==> src/rtl/temp_pkg.sv <==
// Shared definitions for the multi-zone temperature scheduler.
//   state_t      : scheduler FSM states (IDLE -> LOAD -> CMP -> UPD -> IDLE)
//   cmp_flags_t  : the four hysteresis comparator flags for one zone
//   TW_DEFAULT   : default temperature/threshold width in bits
package temp_pkg;

    localparam int TW_DEFAULT     = 7;
    localparam int NZONES_DEFAULT = 4;

    typedef enum logic [1:0] {
        IDLE = 2'd0,
        LOAD = 2'd1,
        CMP  = 2'd2,
        UPD  = 2'd3
    } state_t;

    typedef struct packed {
        logic lo_trip;   // troom <  tref - dt  (heater turn-on)
        logic lo_clr;    // troom >= tref       (heater turn-off)
        logic hi_trip;   // troom >  tref + dt  (cooler turn-on)
        logic hi_clr;    // troom <= tref       (cooler turn-off)
    } cmp_flags_t;

endpackage

==> src/rtl/temp_zone_cmp.sv <==
// Combinational hysteresis comparator shared by all zones.
// Ports:
//   troom  in  TW   room temperature of the zone being evaluated
//   tref   in  TW   setpoint
//   dt     in  TW   hysteresis half-band
//   flags  out      lo_trip / lo_clr / hi_trip / hi_clr
// Thresholds are computed one bit wider than TW and saturate at 0 and 2^TW-1,
// so a band wider than the setpoint (or than the headroom) never wraps.
module temp_zone_cmp
    import temp_pkg::*;
#(
    parameter int TW = TW_DEFAULT
) (
    input  logic [TW-1:0] troom,
    input  logic [TW-1:0] tref,
    input  logic [TW-1:0] dt,
    output cmp_flags_t    flags
);

    localparam logic [TW:0] MAX_VAL = {1'b0, {TW{1'b1}}};

    logic [TW:0] troom_w;
    logic [TW:0] tref_w;
    logic [TW:0] dt_w;
    logic [TW:0] sum_w;
    logic [TW:0] lo_thr;
    logic [TW:0] hi_thr;

    always_comb begin
        troom_w = {1'b0, troom};
        tref_w  = {1'b0, tref};
        dt_w    = {1'b0, dt};
        sum_w   = tref_w + dt_w;

        lo_thr  = (tref_w >= dt_w) ? (tref_w - dt_w) : '0;
        hi_thr  = (sum_w > MAX_VAL) ? MAX_VAL : sum_w;

        flags.lo_trip = (troom_w <  lo_thr);
        flags.lo_clr  = (troom_w >= tref_w);
        flags.hi_trip = (troom_w >  hi_thr);
        flags.hi_clr  = (troom_w <= tref_w);
    end

endmodule

==> src/rtl/temp_zone_scheduler.sv <==
// Time-shares one hysteresis comparator between NZONES room zones.
// Requests are latched into a pending vector, a round-robin arbiter grants one
// zone, and a 4-state FSM loads its operands, registers the comparator flags and
// finally updates that zone's heater/cooler outputs.
// Ports:
//   clk        in   1          system clock, rising edge
//   reset      in   1          asynchronous active-low reset
//   start      in   1          global enable for new grants
//   zone_req   in   NZONES     per-zone service request
//   troom_bus  in   NZONES*TW  zone z room temp at [z*TW +: TW]
//   tref_bus   in   NZONES*TW  zone z setpoint, same packing
//   dt_bus     in   NZONES*TW  zone z hysteresis band, same packing
//   h          out  NZONES     per-zone heater command (registered)
//   c          out  NZONES     per-zone cooler command (registered)
//   busy       out  1          FSM not in IDLE
//   zone_idx   out  IW         zone granted / in flight
//   done       out  1          one-cycle pulse after a zone's h/c was written
module temp_zone_scheduler
    import temp_pkg::*;
#(
    parameter int NZONES = NZONES_DEFAULT,
    parameter int TW     = TW_DEFAULT,
    localparam int IW    = (NZONES > 1) ? $clog2(NZONES) : 1
) (
    input  logic                 clk,
    input  logic                 reset,
    input  logic                 start,
    input  logic [NZONES-1:0]    zone_req,
    input  logic [NZONES*TW-1:0] troom_bus,
    input  logic [NZONES*TW-1:0] tref_bus,
    input  logic [NZONES*TW-1:0] dt_bus,
    output logic [NZONES-1:0]    h,
    output logic [NZONES-1:0]    c,
    output logic                 busy,
    output logic [IW-1:0]        zone_idx,
    output logic                 done
);

    state_t              state_reg, state_next;
    logic [NZONES-1:0]   pending_reg, pending_next;
    logic [IW-1:0]       rr_ptr_reg;
    logic [IW-1:0]       zone_idx_reg;
    logic [NZONES-1:0]   h_reg, c_reg;
    logic                done_reg;

    logic [TW-1:0]       troom_reg, tref_reg, dt_reg;
    cmp_flags_t          flags_reg;
    cmp_flags_t          flags_cmb;

    logic [TW-1:0]       troom_arr [NZONES];
    logic [TW-1:0]       tref_arr  [NZONES];
    logic [TW-1:0]       dt_arr    [NZONES];
    logic [NZONES-1:0]   clear_mask;

    logic                grant_valid;
    logic [IW-1:0]       grant_idx;
    logic                grant_fire;

    logic                h_cur, c_cur, h_upd, c_upd;

    // Unpack the flat operand buses and build the served-zone clear mask.
    generate
        for (genvar gi = 0; gi < NZONES; gi++) begin : g_zone
            assign troom_arr[gi]  = troom_bus[gi*TW +: TW];
            assign tref_arr[gi]   = tref_bus[gi*TW +: TW];
            assign dt_arr[gi]     = dt_bus[gi*TW +: TW];
            assign clear_mask[gi] = (state_reg == UPD) && (zone_idx_reg == IW'(gi));
        end
    endgenerate

    // Round-robin arbiter: first pending zone at or after rr_ptr, wrapping.
    // Scanning offsets from the far end down lets the nearest one win.
    always_comb begin
        grant_valid = 1'b0;
        grant_idx   = '0;
        for (int i = NZONES - 1; i >= 0; i--) begin
            if (pending_reg[(int'(rr_ptr_reg) + i) % NZONES]) begin
                grant_valid = 1'b1;
                grant_idx   = IW'((int'(rr_ptr_reg) + i) % NZONES);
            end
        end
    end

    assign grant_fire = (state_reg == IDLE) && start && grant_valid;

    // A request arriving on the same edge as the clear re-arms the zone.
    assign pending_next = (pending_reg & ~clear_mask) | zone_req;

    always_comb begin
        state_next = state_reg;
        case (state_reg)
            IDLE:    if (grant_fire) state_next = LOAD;
            LOAD:    state_next = CMP;
            CMP:     state_next = UPD;
            UPD:     state_next = IDLE;
            default: state_next = IDLE;
        endcase
    end

    temp_zone_cmp #(.TW(TW)) u_cmp (
        .troom (troom_reg),
        .tref  (tref_reg),
        .dt    (dt_reg),
        .flags (flags_cmb)
    );

    // Hysteresis update for the served zone. A freshly set direction forces
    // the opposite output off so h and c are never both high.
    always_comb begin
        h_cur = h_reg[zone_idx_reg];
        c_cur = c_reg[zone_idx_reg];
        h_upd = (!h_cur && flags_reg.lo_trip) ||
                (h_cur && !flags_reg.lo_clr && !(!c_cur && flags_reg.hi_trip));
        c_upd = (!c_cur && flags_reg.hi_trip) ||
                (c_cur && !flags_reg.hi_clr && !(!h_cur && flags_reg.lo_trip));
    end

    always_ff @(posedge clk or negedge reset) begin
        if (!reset) begin
            state_reg    <= IDLE;
            pending_reg  <= '0;
            rr_ptr_reg   <= '0;
            zone_idx_reg <= '0;
            troom_reg    <= '0;
            tref_reg     <= '0;
            dt_reg       <= '0;
            flags_reg    <= '0;
            done_reg     <= 1'b0;
            h_reg        <= '0;
            c_reg        <= '0;
        end else begin
            state_reg   <= state_next;
            pending_reg <= pending_next;
            done_reg    <= (state_reg == UPD);

            if (grant_fire) begin
                zone_idx_reg <= grant_idx;
            end

            if (state_reg == LOAD) begin
                troom_reg <= troom_arr[zone_idx_reg];
                tref_reg  <= tref_arr[zone_idx_reg];
                dt_reg    <= dt_arr[zone_idx_reg];
            end

            if (state_reg == CMP) begin
                flags_reg <= flags_cmb;
            end

            if (state_reg == UPD) begin
                rr_ptr_reg <= (int'(zone_idx_reg) == NZONES - 1) ? '0 : zone_idx_reg + 1'b1;
                for (int z = 0; z < NZONES; z++) begin
                    if (zone_idx_reg == IW'(z)) begin
                        h_reg[z] <= h_upd;
                        c_reg[z] <= c_upd;
                    end
                end
            end
        end
    end

    assign h        = h_reg;
    assign c        = c_reg;
    assign busy     = (state_reg != IDLE);
    assign zone_idx = zone_idx_reg;
    assign done     = done_reg;

endmodule

==> config.mk <==
export PLATFORM = sky130hd
export DESIGN_NAME = temp_zone_scheduler
export DESIGN_NICKNAME = d
export VERILOG_FILES = /design/src/rtl/temp_pkg.sv /design/src/rtl/temp_zone_cmp.sv /design/src/rtl/temp_zone_scheduler.sv
export SDC_FILE = /design/constraint.sdc
export NUM_CORES = 1
export LEC_CHECK = 0
export CORE_MARGIN = 3
export CORE_UTILIZATION = 49
export DETAILED_ROUTE_END_ITERATION = 16
export PLACE_DENSITY = 0.92
export SKIP_CTS_REPAIR_TIMING = 1
export SLEW_MARGIN = 0
export SYNTH_ARGS = -nofsm -noshare
export SYNTH_HDL_FRONTEND = slang
export SYNTH_SLANG_ARGS = --single-unit
==> constraint.sdc <==
create_clock -name clk -period 4.9 [get_ports clk]
set_clock_uncertainty 0.15 [all_clocks]
set_input_delay 0.49 -clock clk [delete_from_list [all_inputs] [get_ports clk]]
set_output_delay 0.49 -clock clk [all_outputs]
set_load 0.03 [all_outputs]
==> summary.txt, run 1 <==
Clocking
  • CTS tree: built
  • Num CTS Buffers: 5
  • H-tree levels: 2
  • Clock transition at path regs: 0.10 ns
  • Root Driver: clkbuf_8
  • Skew-Pair Late Insertion Delay: about 0.30 ns
  • Clock buffer depth: 2
  • CTS sink count: 44

Floorplan
  • Core area: slightly below 7000 µm²
  • Height of the chip: 91.47 µm
  • Initial core utilization: 0.5155
  • Die width: 91.47 µm
  • Cell row count: 30
  • Die area: around 8400 µm²
  • I/O pin cnt: 103

Timing
  • Min Tclk post-route: slightly below 4 ns
  • Final period util: 0.8006
  • Setup TNS: 0 ns
  • Final slew viol count: 0
  • Slew headroom: 0.2033
  • Fmax: 254.9 MHz
  • Unrepaired setup endpoints after global routing: no
  • Setup Viol. Count Final: 0
  • Hold slack final: 0.1824 ns
  • Endpoints failing hold: 0
  • Worst-Margin Slew: 1.195 ns

Drt
  • Pre-antenna DRT Iters: 5
  • Post-route ant nets: 0
  • Vias per cell: 5.798
  • Final WL: about 9600 µm
  • DRC viols: 0
  • Iteration-0 DRC Markers: 171
  • Detailed-route via count: 3154
  • Drt wl/cell: 17.62 µm

Pwr
  • Pwr dens: 723.7 nW/µm²
  • Pleak: 1.941 nW
  • Maximum vdd ir drop: 365.0 µV

GRT
  • Largest net degree at the start of global routing: 45
  • GRT Util Overall: 0.2400
  • Gr ovfl total: 0
  • Global-route wire length before repair: about 16000 µm
  • Number of global-route vias before repair: 3373
  • Initial antenna violation count: 0

Synth
  • Synth top area share: 0.3076
  • Synth warn: 0
  • Post-synthesis sequential area ratio: 0.3076
  • Largest cells by area after synthesis: dfrtp_1 (31%), ha_1 (15%), mux4_2 (14%), nand2_1 (3.8%), o21ai_0 (3.1%)
  • Synth Instances: 353
  • Post-synth top flop: dfrtp_1
  • Cell accounting for the most synthesized area: dfrtp_1
  • Syn nets: 489
  • Yosys reg bits: 44
  • Post-synth EDFFs: 0
  • Synth cell types: 51
  • Mean area per synthesized cell: 10.14 µm²
  • Synth async-reset ratio: 1.000
  • Post-synthesis cell area: approximately 3600 µm²

Setup path
  • Worst Setup End Kind: flop
  • Startpoint Class: flop
  • Critical Path AT: ~4 ns
  • Worst r2r dst: flags_reg[3]
  • Kind of critical path: flop to flop
  • Data required, critical path: 4.99 ns
  • Reg2reg start: tref_reg[0]
  • Crit Path Max Fanout: 6
  • FF-to-FF setup slack: roughly 1 ns
  • Worst r2r path cells: 14

Final layout
  • Nets: 583
  • Final core utilization: 0.6856
  • Fillers: 462
  • Area grow syn2layout: 33.00%
  • Ant diodes: 0
  • Share of cells above drive strength 1: 0.1027

Status
  • Outcome: completed

Min path
  • Hold Path Class: input pin to asynchronous set/reset pin

Place
  • Port Buffers: roughly 100
  • Dpl hpwl: 7668 µm
  • Routability Congestion: 0.8619

Job
  • Max-cap violation count: 0
## logic make-up (layout without fill, tap and decap cells)
family | count (synthesis) | in the layout | synth area share
AOI/OAI and AO/OA | 93 | 93 | 0.1702
and+or+nand+nor | 87 | 87 | 0.1160
adders and majority gates | 45 | 45 | 0.1615
DFF | 44 | 44 | 0.3076
buffers and inverters | 44 | 139 | 0.05103
muxes | 36 | 36 | 0.1839
xor gates and xnor gates | 4 | 4 | 0.009789
## cell type report
cell class	instances	area, µm²	area share
multi-input cells	265	2296	0.4823
clock buffers	5	68.82	0.01445
well taps	96	120.1	0.02523
repair buffers	103	1023	0.2150
clock inverters	3	46.29	0.009724
flip-flops and latches	44	1101	0.2313
inverters	28	105.1	0.02208
## worst max-delay path: stages, from the launching register on
cell,delay (ns)
dfrtp_1,0.38
inv_1,0.07
ha_1,0.23
fa_1,0.41
nand2b_1,0.17
a21oi_2,0.22
o211ai_1,0.12
a21boi_1,0.42
o211ai_1,0.15
ha_1,0.32
a211o_1,0.31
a2111oi_4,0.35
a311oi_1,0.08
a311o_1,0.33
a31oi_1,0.16
## synth_stat cells (all sizes together), types with 4 or more instances
cell and count:
mux2i 5, clkbuf 4, o21ai 39, dfrtp 44
nand3 7, mux2 8, o211ai 8, inv 28
nand2 36, buf 11, nand2b 8, nor2b 4
nor3 5, o21a 7, ha 43, a21oi 14
mux4 23, a21o 6, nor2 14
## worst max path at each step
stage	slack [ns]	to	from	depth (start not counted)
2_1_floorplan	1.33	flags_reg[3]	tref_reg[0]	14
5_1_grt	0.69	flags_reg[3]	tref_reg[0]	14
3_5_place_dp	1.0	flags_reg[3]	tref_reg[0]	14
4_1_cts	0.99	flags_reg[3]	tref_reg[0]	14
3_3_place_gp	1.08	flags_reg[3]	tref_reg[0]	14
6_report	0.98	flags_reg[3]	tref_reg[0]	14
## layer usage
layer | track usage | share of wire | vias to the layer above
li1 | - | - | 1484
met4 | 0.09799 | 0.032 | 0
met2 | 0.4102 | 0.50 | 126
met3 | 0.03894 | 0.049 | 23
met5 | 0 | 0 | -
met1 | 0.3004 | 0.42 | 1521
## cells in the final DEF, fill, tap and decap left out, types with 3 or more instances in the layout
cell / netlist / final
a21o_1: 5 / 5
a21oi_1: 13 / 13
clkbuf_8: 0 / 5
clkdlybuf4s50_1: 0 / 101
dfrtp_1: 44 / 44
ha_1: 43 / 43
inv_1: 28 / 28
mux2_2: 8 / 8
mux2i_1: 5 / 5
mux4_2: 23 / 23
nand2_1: 36 / 36
nand2b_1: 8 / 8
nand3_1: 7 / 7
nand4_1: 3 / 3
nor2_1: 14 / 14
nor2b_1: 4 / 4
nor3_1: 5 / 5
o211ai_1: 8 / 8
o21a_1: 7 / 7
o21ai_0: 22 / 22
o21ai_1: 17 / 17
o22ai_1: 3 / 3
xnor2_1: 3 / 3
## where the power goes
group	internal (W)	total, W	switching (W)
Clock	0.000154	0.000290	0.000137
Combinational	0.00114	0.00242	0.00128
Sequential	0.000530	0.000736	0.000206
## through the flow
step,std cells,area [µm²],worst slack [ns],power (W)
floorplan,353,3580,1.328,0.002502
global placement,536,4646,1.084,0.003000
detailed placement,536,4646,0.9984,0.003111
CTS,544,4761,0.9900,0.003428
global route,544,4761,0.6888,0.003768
finish,544,4761,0.9771,0.003445
Power figures use the tool's default switching activity.
==> run 2, diff against run 1 <==
==> constraint.sdc (replaced) <==
create_clock -name clk -period 3.65 [get_ports clk]
set_clock_uncertainty 0.15 [all_clocks]
set_input_delay 0.365 -clock clk [delete_from_list [all_inputs] [get_ports clk]]
set_output_delay 0.365 -clock clk [all_outputs]
set_load 0.03 [all_outputs]
==> summary.txt, run 2 (synthesis gave the netlist of run 1 again) <==
Status
  • Outcome: completed

Final layout
  • Nets: 595 (+2.1%)
  • Share of cells above drive strength 1: 0.1370 (+0.03428)
  • Final core utilization: 0.7020 (+0.01640)
  • Area grow syn2layout: 36.18%
  • Final Instance Count excl. Fillers: 556 (+2.2%)
  • Commonest non-fill, non-tap cell in the layout: clkdlybuf4s50_1
  • Ant diodes: 0 (unchanged)
  • Fillers: 440 (-4.8%)
  • Commonest non-fill, non-tap cells in the layout: clkdlybuf4s50_1 (101), dfrtp_1 (43), ha_1 (41), nand2_1 (36), inv_1 (28)
  • Post-route cell area: 4875 µm² (+2.4%)

Timing
  • Fmax: 283.5 MHz (+11%)
  • Min Tclk post-route: 3.527 ns (-0.3955 ns)
  • Endpoints failing hold: 0 (unchanged)
  • Setup WS post-layout: 0.1226 ns (-0.8545 ns)
  • Worst-Margin Slew: 0.9780 ns (-0.2171 ns)
  • Setup TNS: 0 ns (unchanged)
  • Final slew viol count: 0 (unchanged)
  • Final period util: 0.9664 (+0.1658)
  • Slew headroom: 0.3480 (+0.1447)
  • Setup Viol. Count Final: 0 (unchanged)

Min path
  • Hold Path Class: input pin to asynchronous set/reset pin

Pwr
  • Gate power share: 0.727 (+0.025)
  • Pwr dens: 1010 nW/µm² (+40%)
  • Sw Share: 0.4702 (-0.0008655)
  • Int Power: 0.002607 W (+43%)
  • Power share of the clock group: 0.079 (-0.005)
  • Net Switching: 0.002314 W (+43%)
  • Pleak: 2.000 nW (+3.0%)
  • Seq pwr share: 0.194 (-0.020)
  • Maximum vdd ir drop: 438.1 µV (+20%)

Setup path
  • Kind of critical path: flop to flop
  • Startpoint Class: flop
  • FF-to-FF setup slack: 0.12 ns (-0.85 ns)
  • CP peak stage delay: 0.36 ns (-0.06 ns)
  • Worst Setup End Kind: flop
  • CP most frequent cell: o211ai_1
  • Data required, critical path: 3.73 ns (-1.26 ns)
  • Critical path cell sequence: inv_1 > ha_2 > fa_2 > nand2b_1 > a21oi_2 > o211ai_1 > a21boi_2 > o211ai_1 > ha_1 > a211o_1 > a2111oi_4 > a311oi_1 > a311o_1 > a31oi_1
  • Worst r2r path cells: 14 (unchanged)
  • Reg2reg start: tref_reg[0]
  • Buf+Inv Stages, Crit Path: 1 (unchanged)
  • Critical Path AT: 3.61 ns (-0.40 ns)
  • Worst r2r dst: flags_reg[3]
  • Crit Path Max Fanout: 3 (-3)
  • Crit path max-delay family: compound AO/OA/AOI/OAI gates
  • Critical path's slowest cell: fa_2

Drt
  • Final WL: 10580 µm (+10%)
  • Drt wl/cell: 19.03 µm (+8.0%)
  • Pre-antenna DRT Iters: 4 (-1)
  • Post-route ant nets: 0 (unchanged)
  • Iteration-0 DRC Markers: 206 (+20%)
  • Detailed-route via count: 3342 (+6.0%)
  • Vias per cell: 6.011 (+3.7%)
  • DRC viols: 0 (unchanged)

Clocking
  • CTS tree: built
  • CTS sink count: 44 (unchanged)
  • Num CTS Buffers: 5 (unchanged)
  • Clock buffer depth: 2 (unchanged)
  • Root Driver: clkbuf_8
  • Skew-Pair Late Insertion Delay: 0.30 ns (about the same)
  • H-tree levels: 2 (unchanged)
  • Clock transition at path regs: 0.09 ns (about the same)

Floorplan
  • Initial core utilization: 0.5155 (unchanged)
  • Core area: 6944 µm² (unchanged)
  • Die width: 91.47 µm (unchanged)
  • Height of the chip: 91.47 µm (unchanged)
  • Cell row count: 30 (unchanged)
  • I/O pin cnt: 103 (unchanged)
  • Die area: 8367 µm² (unchanged)

Place
  • Routability Congestion: 0.9448 (+9.6%)
  • Dpl hpwl: 8401 µm (+9.6%)
  • Port Buffers: 102 (unchanged)
  • Placed cell count: 544 (+1.5%)
  • Pre-CTS setup slack: -0.04392 ns (-1.042 ns)
  • Dpl cell area: 4706 µm² (+1.3%)

GRT
  • GRT Util Overall: 0.2539 (+0.01391)
  • Largest net degree at the start of global routing: 45 (unchanged)
  • Global-route wire length before repair: 16950 µm (+5.7%)
  • Initial antenna violation count: 0 (unchanged)
  • Gr ovfl total: 0 (unchanged)
  • Number of global-route vias before repair: 3484 (+3.3%)

Job
  • Max-cap violation count: 0 (unchanged)
## run 2: per-stage QoR
stage	total power [W]	hold slack, ns
floorplan	0.003359	-0.08059
global placement	0.004117	0.3351
detailed placement	0.004329	0.3588
CTS	0.004764	0.09009
global route	0.005283	0.1314
finish	0.004921	0.05970
## run 2: cell type report
cell class                 count  area, µm²  area share
multi-input combinational    265       2317      0.4754
timing repair buffer         115       1114      0.2284
sequential                    44       1102      0.2261
tap                           96      120.1     0.02464
inverter                      28      105.1     0.02156
clock buffer                   5      68.82     0.01412
clock inverter                 3      47.55    0.009754
## run 2: worst max path at each step
stage | cells after the start | startpoint | to | slack, ns
after global placement | 15 | tref_reg[0] | flags_reg[3] | 0.05
after detailed placement | 15 | tref_reg[0] | flags_reg[3] | -0.04
after global routing | 14 | tref_reg[0] | flags_reg[3] | -0.01
after CTS | 15 | tref_reg[0] | flags_reg[3] | -0.07
after floorplan | 14 | tref_reg[0] | flags_reg[3] | 0.08
final | 14 | tref_reg[0] | flags_reg[3] | 0.12
## run 2: power groups by stage
stage	Sequential (W)	Clock, W	Combinational [W]
floorplan	0.000967	0	0.00239
global placement	0.000931	0	0.00319
detailed placement	0.000954	0	0.00338
CTS	0.000946	0.000385	0.00343
global route	0.000985	0.000406	0.00389
finish	0.000953	0.000390	0.00358
## run 2: layer usage
metal / vias to the layer above / wire length (µm) / share of wire / track usage
li1: 1510 / - / - / -
met1: 1641 / 4012 / 0.38 / 0.3029
met2: 161 / 5546 / 0.52 / 0.4461
met3: 30 / 638 / 0.060 / 0.04143
met4: 0 / 381 / 0.036 / 0.1131
met5: - / 0 / 0 / 0
==> run 3, diff against run 2 <==
--- a/config.mk
+++ b/config.mk
@@ -6,9 +6,12 @@
 export NUM_CORES = 1
 export LEC_CHECK = 0
 export CORE_MARGIN = 3
-export CORE_UTILIZATION = 49
+export CORE_UTILIZATION = 50
+export CTS_BUF_LIST = sky130_fd_sc_hd__clkbuf_8
 export DETAILED_ROUTE_END_ITERATION = 16
-export PLACE_DENSITY = 0.92
+export GPL_ROUTABILITY_DRIVEN = 0
+export GPL_TIMING_DRIVEN = 0
+export PLACE_DENSITY = 0.93
 export SKIP_CTS_REPAIR_TIMING = 1
 export SLEW_MARGIN = 0
 export SYNTH_ARGS = -nofsm -noshare
==> summary.txt, run 3 (synthesis gave the netlist of run 1 again) <==
Drt
  • Post-route ant nets: 0 (unchanged)
  • Drt wl/cell: 19.58 µm (+2.9%)
  • DRC viols: 0 (unchanged)
  • Detailed-route via count: 3451 (+3.3%)
  • Vias per cell: 6.054 (+0.73%)
  • Iteration-0 DRC Markers: 236 (+15%)
  • Final WL: 11160 µm (+5.5%)
  • Pre-antenna DRT Iters: 4 (unchanged)

Floorplan
  • Die area: 8211 µm² (-1.9%)
  • Die width: 90.62 µm (-0.93%)
  • Initial core utilization: 0.5211 (+0.005634)
  • Height of the chip: 90.62 µm (-0.93%)
  • Core area: 6869 µm² (-1.1%)
  • Cell row count: 30 (unchanged)
  • I/O pin cnt: 103 (unchanged)

Setup path
  • Data required, critical path: 3.74 ns (about the same)
  • Critical path's slowest cell: dfrtp_2
  • Worst r2r dst: flags_reg[3]
  • Reg2reg start: dt_reg[0]
  • Critical Path AT: 3.90 ns (+0.29 ns)
  • Worst Setup End Kind: flop
  • FF-to-FF setup slack: -0.15 ns (-0.28 ns)
  • Startpoint Class: flop
  • CP most frequent cell: o211ai_1
  • Crit Path Max Fanout: 4 (+1)
  • CP peak stage delay: 0.45 ns (+0.09 ns)
  • Worst r2r path cells: 14 (unchanged)
  • Kind of critical path: flop to flop
  • Critical path cell sequence: ha_4 > fa_2 > nand2b_4 > a21oi_4 > o211ai_1 > a21boi_2 > buf_4 > o211ai_1 > ha_1 > a211o_1 > a2111oi_4 > mux2i_1 > a311o_1 > a31oi_1

Place
  • Dpl hpwl: 8156 µm (-2.9%)
  • Port Buffers: 102 (unchanged)

Min path
  • Hold depth: 2
  • Hold path start: h[0]
  • Worst Hold End: h[0]
  • Hold Path Class: flop to flop

Pwr
  • Pleak: 2.042 nW (+2.1%)
  • Maximum vdd ir drop: 567.0 µV (+29%)
  • Total Power: 0.005058 W (+2.8%)
  • Pwr dens: 1017 nW/µm² (+0.73%)

GRT
  • GRT Util Overall: 0.2602 (+0.006333)
  • Largest net degree at the start of global routing: 25 (-44%)
  • Number of global-route vias before repair: 3481 (-0.086%)
  • Global-route wire length before repair: 16900 µm (-0.32%)
  • Initial antenna violation count: 0 (unchanged)
  • Gr ovfl total: 0 (unchanged)

Final layout
  • Area grow syn2layout: 38.94%
  • Final core utilization: 0.7240 (+0.02206)
  • Nets: 609 (+2.4%)
  • Commonest non-fill, non-tap cell in the layout: clkdlybuf4s50_1
  • Commonest non-fill, non-tap cells in the layout: clkdlybuf4s50_1 (101), ha_1 (42), dfrtp_1 (41), nand2_1 (36), inv_1 (27)
  • Ant diodes: 0 (unchanged)
  • Share of cells above drive strength 1: 0.1498 (+0.01283)

Status
  • Violated checks: negative setup slack
  • Outcome: complete, but fails checks

Clocking
  • Root Driver: clkbuf_8
  • Clock transition at path regs: 0.10 ns (about the same)
  • Num CTS Buffers: 5 (unchanged)
  • H-tree levels: 2 (unchanged)
  • Skew-Pair Late Insertion Delay: 0.31 ns (about the same)
  • CTS sink count: 44 (unchanged)
  • Clock buffer depth: 2 (unchanged)
  • CTS tree: built

Timing
  • Setup WS post-layout: -0.1535 ns (-0.2761 ns)
  • Slew headroom: 0.5744 (+0.2264)
  • Setup Viol. Count Final: 1 (+1)
  • Worst-Margin Slew: 0.6384 ns (-0.3396 ns)
  • Fmax: 262.9 MHz (-7.3%)
  • Final slew viol count: 0 (unchanged)
  • Unrepaired setup endpoints after global routing: yes
  • Min Tclk post-route: 3.804 ns (+0.2761 ns)
  • Endpoints failing hold: 0 (unchanged)
  • Final period util: 1.042 (+0.07563)

Job
  • Max-cap violation count: 0 (unchanged)
[run 3: changes by cell type in the layout (fill, tap and decap cells not counted), moves of 2 or more]
cell	before	now
buf_1	0	4
buf_2	1	7
buf_4	13	10
clkbuf_1	0	4
clkinv_4	2	0
dfrtp_1	43	41
dfrtp_2	1	3
[run 3: cell type report]
class / count / area, µm²
multi-input cells: 265 / 2330
fillers: 393 / 1896
repair buffers: 113 / 1121
flip-flops and latches: 44 / 1105
well taps: 96 / 120.1
inverters: 28 / 105.1
plain buffers: 16 / 77.57
clock buffers: 5 / 68.82
clock inverters: 3 / 46.29
[run 3: layer usage]
layer | vias to the layer above | track usage | wire length [µm]
met5 | - | 0 | 0
met4 | 0 | 0.1199 | 435
met3 | 37 | 0.04750 | 939
met2 | 221 | 0.4676 | 5772
met1 | 1655 | 0.2981 | 4010
li1 | 1538 | - | -
[run 3: stage by stage]
stage / setup TNS [ns] / instances / setup WS [ns] / hold slack (ns) / instance area [µm²]
2_1_floorplan: 0 / 353 / 0.07824 / -0.08059 / 3580
3_3_place_gp: -0.2473 / 551 / -0.2473 / 0.3389 / 4721
3_5_place_dp: -0.3348 / 552 / -0.3348 / 0.2168 / 4743
4_1_cts: -0.3751 / 560 / -0.3751 / -0.1231 / 4858
5_1_grt: -0.3335 / 570 / -0.3335 / 0.4127 / 4974
6_report: -0.1535 / 570 / -0.1535 / 0.3764 / 4974
[run 3: report_power, final]
part	internal (W)	total, W	switching, W
combinational	0.00173	0.00371	0.00198
sequential	0.000716	0.000955	0.000239
clock	0.000206	0.000389	0.000183
[run 3: critical path: cells and delay by family, from the launching register on]
kind	cells	cell delay [ns]
AOI/OAI and AO/OA	8	1.78
DFF	1	0.45
adders and majority gates	3	0.88
buffers and inverters	1	0.16
muxes	1	0.15
and+or+nand+nor	1	0.17
[run 3: worst max path at each step]
stage	start	endpoint	slack [ns]	depth (start not counted)
4_1_cts	tref_reg[1]	flags_reg[3]	-0.38	13
3_3_place_gp	tref_reg[0]	flags_reg[3]	-0.25	14
5_1_grt	tref_reg[0]	flags_reg[3]	-0.33	15
2_1_floorplan	tref_reg[0]	flags_reg[3]	0.08	14
6_report	dt_reg[0]	flags_reg[3]	-0.15	14
3_5_place_dp	tref_reg[0]	flags_reg[3]	-0.33	14
